File: src/rtl/dram_rd_pkg.sv
// rtl/dram_rd_pkg.sv - shared constants, state encoding and tag-bundle width for the raster reader
package dram_rd_pkg;

    localparam int IMG_W_DEF      = 640;
    localparam int IMG_H_DEF      = 480;
    localparam int PIX_COUNT      = IMG_W_DEF * IMG_H_DEF;
    localparam int A_WIDTH_DEF    = 19;
    localparam int D_WIDTH_DEF    = 8;
    localparam int FIFO_DEPTH_DEF = 4;

    typedef enum logic [1:0] {
        S_IDLE  = 2'd0,
        S_READ  = 2'd1,
        S_DRAIN = 2'd2,
        S_DONE  = 2'd3
    } rd_state_e;

    // Pixel bundle carried through the FIFO: {eof, eol, sof, data}.
    function automatic int tag_width(input int d_width);
        return d_width + 3;
    endfunction

    localparam int TAG_W = tag_width(D_WIDTH_DEF);

endpackage

File: src/rtl/pix_sync_fifo.sv
// rtl/pix_sync_fifo.sv - single-clock FIFO holding tagged pixels between DRAM and the stream port
module pix_sync_fifo
    import dram_rd_pkg::*;
#(
    parameter int WIDTH = TAG_W,
    parameter int DEPTH = FIFO_DEPTH_DEF
) (
    input  logic                       clk,
    input  logic                       rst_n,
    input  logic                       push,
    input  logic [WIDTH-1:0]           din,
    input  logic                       pop,
    output logic [WIDTH-1:0]           dout,
    output logic                       full,
    output logic                       empty,
    output logic [$clog2(DEPTH):0]     count
);

    localparam int AW = $clog2(DEPTH);
    localparam int CW = AW + 1;

    logic [WIDTH-1:0] mem_q [DEPTH];
    logic [AW-1:0]    wr_ptr_q;
    logic [AW-1:0]    rd_ptr_q;
    logic [CW-1:0]    count_q;
    logic             do_push;
    logic             do_pop;

    assign full    = (count_q == CW'(DEPTH));
    assign empty   = (count_q == '0);
    assign count   = count_q;
    assign dout    = mem_q[rd_ptr_q];
    assign do_pop  = pop & ~empty;
    assign do_push = push & (~full | do_pop);

    // Storage needs no reset: the head is never observed while empty.
    always_ff @(posedge clk) begin
        if (do_push) begin
            mem_q[wr_ptr_q] <= din;
        end
    end

    always_ff @(posedge clk or negedge rst_n) begin
        if (!rst_n) begin
            wr_ptr_q <= '0;
            rd_ptr_q <= '0;
            count_q  <= '0;
        end else begin
            if (do_push) begin
                wr_ptr_q <= wr_ptr_q + 1'b1;
            end
            if (do_pop) begin
                rd_ptr_q <= rd_ptr_q + 1'b1;
            end
            if (do_push && !do_pop) begin
                count_q <= count_q + 1'b1;
            end else if (do_pop && !do_push) begin
                count_q <= count_q - 1'b1;
            end
        end
    end

    always_ff @(posedge clk) begin
        if (rst_n) begin
            assert (!(push && full && !pop));
        end
    end

endmodule

File: src/rtl/dram_raster_reader.sv
// rtl/dram_raster_reader.sv - raster-order frame reader from DRAM to a valid/ready pixel stream
module dram_raster_reader
    import dram_rd_pkg::*;
#(
    parameter int IMG_W      = IMG_W_DEF,
    parameter int IMG_H      = IMG_H_DEF,
    parameter int A_WIDTH    = A_WIDTH_DEF,
    parameter int D_WIDTH    = D_WIDTH_DEF,
    parameter int FIFO_DEPTH = FIFO_DEPTH_DEF
) (
    input  logic               clk,
    input  logic               rst_n,
    input  logic               start,
    output logic               busy,
    output logic               done,
    output logic               mem_ren,
    output logic [A_WIDTH-1:0] mem_raddr,
    input  logic [D_WIDTH-1:0] mem_rdata,
    output logic               pix_valid,
    input  logic               pix_ready,
    output logic [D_WIDTH-1:0] pix_data,
    output logic               pix_sof,
    output logic               pix_eol,
    output logic               pix_eof
);

    localparam int NPIX = IMG_W * IMG_H;
    localparam int BW   = tag_width(D_WIDTH);
    localparam int CW   = $clog2(FIFO_DEPTH) + 1;
    localparam int CUW  = CW + 1;
    localparam int XW   = (IMG_W > 1) ? $clog2(IMG_W) : 1;
    localparam int YW   = (IMG_H > 1) ? $clog2(IMG_H) : 1;

    localparam logic [A_WIDTH-1:0] ADDR_LAST = A_WIDTH'(NPIX - 1);
    localparam logic [XW-1:0]      X_LAST    = XW'(IMG_W - 1);
    localparam logic [YW-1:0]      Y_LAST    = YW'(IMG_H - 1);
    localparam logic [CUW-1:0]     CREDITS   = CUW'(FIFO_DEPTH);

    rd_state_e          state_q;
    logic [A_WIDTH-1:0] addr_q;
    logic               inflight_q;
    logic [XW-1:0]      x_q;
    logic [YW-1:0]      y_q;

    logic [BW-1:0]      push_data;
    logic [BW-1:0]      head;
    logic [CW-1:0]      fifo_count;
    logic               fifo_full;
    logic               fifo_empty;
    logic               pop;
    logic [CUW-1:0]     credit_used;
    logic               tag_sof;
    logic               tag_eol;
    logic               tag_eof;

    assign pop         = pix_valid & pix_ready;
    // Entries held plus the read still in flight, minus the one leaving this cycle.
    assign credit_used = CUW'(fifo_count) + CUW'(inflight_q) - CUW'(pop);
    assign mem_ren     = (state_q == S_READ) && (credit_used < CREDITS);
    assign mem_raddr   = addr_q;

    assign tag_sof   = (x_q == '0) && (y_q == '0);
    assign tag_eol   = (x_q == X_LAST);
    assign tag_eof   = tag_eol && (y_q == Y_LAST);
    assign push_data = {tag_eof, tag_eol, tag_sof, mem_rdata};

    assign pix_valid = ~fifo_empty;
    assign pix_data  = pix_valid ? head[D_WIDTH-1:0] : '0;
    assign pix_sof   = pix_valid & head[D_WIDTH];
    assign pix_eol   = pix_valid & head[D_WIDTH+1];
    assign pix_eof   = pix_valid & head[D_WIDTH+2];

    assign busy = (state_q != S_IDLE);
    assign done = (state_q == S_DONE);

    pix_sync_fifo #(
        .WIDTH (BW),
        .DEPTH (FIFO_DEPTH)
    ) u_fifo (
        .clk   (clk),
        .rst_n (rst_n),
        .push  (inflight_q),
        .din   (push_data),
        .pop   (pop),
        .dout  (head),
        .full  (fifo_full),
        .empty (fifo_empty),
        .count (fifo_count)
    );

    always_ff @(posedge clk or negedge rst_n) begin
        if (!rst_n) begin
            state_q    <= S_IDLE;
            addr_q     <= '0;
            inflight_q <= 1'b0;
            x_q        <= '0;
            y_q        <= '0;
        end else begin
            inflight_q <= mem_ren;
            if (mem_ren) begin
                addr_q <= addr_q + 1'b1;
            end
            // x/y trail the address by one cycle so tags line up with returning data.
            if (inflight_q) begin
                if (x_q == X_LAST) begin
                    x_q <= '0;
                    y_q <= (y_q == Y_LAST) ? '0 : y_q + 1'b1;
                end else begin
                    x_q <= x_q + 1'b1;
                end
            end
            case (state_q)
                S_IDLE: begin
                    if (start) begin
                        state_q <= S_READ;
                        addr_q  <= '0;
                        x_q     <= '0;
                        y_q     <= '0;
                    end
                end
                S_READ: begin
                    if (mem_ren && addr_q == ADDR_LAST) begin
                        state_q <= S_DRAIN;
                    end
                end
                S_DRAIN: begin
                    if (pop && pix_eof && !inflight_q && fifo_count == CW'(1)) begin
                        state_q <= S_DONE;
                    end
                end
                S_DONE: begin
                    state_q <= S_IDLE;
                end
                default: state_q <= S_IDLE;
            endcase
        end
    end

    logic unused_ok;
    assign unused_ok = fifo_full;

endmodule
File: config.mk
export PLATFORM = sky130hd
export DESIGN_NAME = dram_raster_reader
export DESIGN_NICKNAME = d
export VERILOG_FILES = /design/src/rtl/dram_rd_pkg.sv /design/src/rtl/pix_sync_fifo.sv /design/src/rtl/dram_raster_reader.sv
export SDC_FILE = /design/constraint.sdc
export NUM_CORES = 1
export LEC_CHECK = 0
export ABC_AREA = 1
export BUFFER_PORTS_ARGS = -buffer_cell sky130_fd_sc_hd__buf_2
export CELL_PAD_IN_SITES_DETAIL_PLACEMENT = 0
export CELL_PAD_IN_SITES_GLOBAL_PLACEMENT = 1
export CORE_MARGIN = 8
export CORE_UTILIZATION = 38
export DETAILED_ROUTE_END_ITERATION = 12
export HOLD_SLACK_MARGIN = 0.15
export PLACE_DENSITY_LB_ADDON = 0.1
export REMOVE_ABC_BUFFERS = 1
export SYNTH_ARGS = -nofsm -noshare
export SYNTH_HDL_FRONTEND = slang
export SYNTH_HIERARCHICAL = 1
export SYNTH_SLANG_ARGS = --single-unit
export TNS_END_PERCENT = 10
File: constraint.sdc
create_clock -name clk -period 8.7 [get_ports clk]
set_clock_uncertainty 0.2 [all_clocks]
set_input_delay 2.61 -clock clk [delete_from_list [all_inputs] [get_ports clk]]
set_output_delay 2.61 -clock clk [all_outputs]
set_load 0.05 [all_outputs]
==> metrics.md <==
| Metric | Value |
|---|---|
| Static leakage | 0.002529 uW |
| Area grow syn2layout | 12.77% |
| Final wirelength | 10.54 mm |
| WL/cell | 13.16 um |
| Die ar. | 0.01675 sq mm |
| HPWL Detailed | 7.376 mm |
| CTS sink count | 92 |
| Total number of vias | 3787 |
| Clock Pin Slew Worst Setup and Hold Paths | 60 ps |
| Gr ovfl total | 0 |
| Register-to-register setup slack | 5550 ps |
| Mapped Area | 0.004888 sq mm |
| DRT iter0 DRCs | 220 |
| Hold crit path type | reg2reg |
| DIE WIDTH | 129.4 um |
| RSZ-0062 raised after global routing | no |
| Total Power | 1667 uW |
| Die Y | 129.4 um |
| Nets | 655 |
| Hold Fails Final Rpt | 0 |
| Critical Path AT | 4520 ps |
| Status | completed |
| Vias in the first global route | 3707 |
| Initial Util | 0.3889 |
| DRC errors left | 0 |
| VDD IR max | 0.1037 mV |
| Routed Antenna Nets | 0 |
| Reg2Reg Launch Point | u_fifo/count[2]$_DFFE_PN0P_ |
| Crit path cell chain | buf_2, inv_1, nor2_1, ha_1, inv_1, ha_1, nand3_1, nand2_1, nand2_1, nand3_4, inv_2, buf_2 |
| Required time of the critical path | 5890 ps |
| Syn Inst Count | 578 |
| Fin. max-slew vios | 0 |
| Hold Buf Count CTS | 0 |
| Post-CTS resize count | 0 |
| First-pass GRT wire length | 17.99 mm |
| # IOs | 46 |
| Final worst path period need | 7334 ps |
| Worst Hold End | u_fifo/rd_ptr_q[1]$_DFFE_PN0P_ |
| Final setup fails | 0 |
| I/O Buffers | 45 |
| FF-to-FF End | mem_raddr[17]$_DFF_PN0_ |
| RePlAce Congestion | 0.8058 |
| Final-layout fill cell count | 1245 |
| Kind of critical path | in2out |
| Worst slew pin tran | 1174 ps |
| Min-delay src | u_fifo/rd_ptr_q[1]$_DFFE_PN0P_ |
| FMAX | 136.3 MHz |
| Hold Slack | 333.3 ps |
| Final core utilization | 0.4386 |
| Top delay family on crit path | simple AND/OR/NAND/NOR gates |
| CP max-delay cell | buf_2 |
| Largest net degree at the start of global routing | 49 |
| Crit end category | output pin |
| Max clock buf depth | 2 |
| Core footprint | 0.01257 sq mm |
| Relative slew slack | 0.2147 |
| Final period util | 0.8430 |
| Ant diodes | 0 |
| Share of cells above drive strength 1 | 0.1335 |
| Final WS setup | 1366 ps |
| Initial antenna violation count | 0 |
| TritonCTS clock tree | done |
| Buf+Inv Stages, Crit Path | 5 |
| Synth warnings | 6 |
| Clock Latency Late Sink | 340 ps |
| GRT Total Usage | 0.1357 |
| Max-cap viol count | 0 |
| H-tree levels | 3 |
| Pre-CTS setup slack | 1344 ps |
| Drt via density | 4.728 |
| Postcts setup bufs | 0 |
| Crit path largest cell delay | 300 ps |
| Fin Setup TNS | 0 ps |
| CTS buffer count | 9 |
| Syn Area/Cell | 8.458 sq um |
| CP Launch Type | input port |
| Reg2Reg Depth | 15 |
| Total power divided by cell area | 302.4 mW/mm^2 |
| Hold depth | 2 |
| Num rows | 41 |
| First-pass DRT Iterations | 5 |
| Root Buffer Master | clkbuf_16 |
| Critical path fanouts, max | 16 |
-- flip-flops by register name, indices dropped and copies added (netlist names) --
name / count
inflight_q: 1
mem_raddr: 19
state_q: 2
u_fifo/rd_ptr_q: 2
u_fifo/mem_q: 44
x_q: 10
u_fifo/count: 3
u_fifo/wr_ptr_q: 2
y_q: 9
-- stage by stage --
stage,instances,cell area (sq um)
2_1_floorplan,564,4775
3_3_place_gp,785,5245
3_5_place_dp,785,5245
4_1_cts,801,5513
5_1_grt,801,5513
6_report,801,5513
-- where the power goes --
group	leakage, uW	total [uW]	internal (uW)	switching, uW
logic	0.00135	719	194	524
clock network	0.000128	358	194	165
registers	0.00105	590	520	69.5
-- worst register-to-register path, delay by kind of cell, from the launching register on --
family | cells | cell delay, ps
adders and majority gates | 2 | 490
buffers and inverters | 3 | 360
DFF | 1 | 470
and+or+nand+nor | 10 | 1530
-- worst max path at each step --
stage               slack [ps]      end  cells after the start       from
floorplan                 1820  mem_ren                     11  pix_ready
global placement          1350  mem_ren                     13  pix_ready
detailed placement        1340  mem_ren                     12  pix_ready
CTS                       1330  mem_ren                     12  pix_ready
global route              1150  mem_ren                     13  pix_ready
finish                    1370  mem_ren                     12  pix_ready
-- metal layers --
layer,vias to the layer above,share of wire,global-route usage,routed length (um)
li1,1956,-,-,-
met1,1773,0.48,0.1749,5073
met2,46,0.47,0.2215,4954
met3,12,0.036,0.02999,383
met4,0,0.012,0.04508,127
met5,-,0,0,0
-- area by class of cell --
type | instances | area [sq um] | share of cell area
multi-input combinational | 387 | 1931 | 0.3502
inverter | 85 | 321.6 | 0.05833
clock inverter | 6 | 38.79 | 0.007036
tap | 172 | 215.2 | 0.03904
clock buffer | 10 | 229.0 | 0.04153
sequential | 92 | 2522 | 0.4576
timing repair buffer | 49 | 255.2 | 0.04630
-- layout by cell type, fill, tap and decap left out, types with 2 or more instances in the layout --
cell type,count
ha_1,18
clkinv_1,2
buf_4,4
nand2_2,4
nand3_2,3
nand4_1,8
nor2_1,107
inv_1,82
nand3_1,34
nor2_4,5
o21ai_1,27
inv_6,2
nand2_1,107
nor3_1,9
clkbuf_16,9
inv_2,2
dfrtp_1,48
a21oi_1,23
a31oi_1,2
nor2_2,3
nor4_1,3
edfxtp_1,44
o21bai_1,2
o21ai_0,22
buf_2,45
or2_1,2
Note: power is estimated with default switching activity, not from simulation.
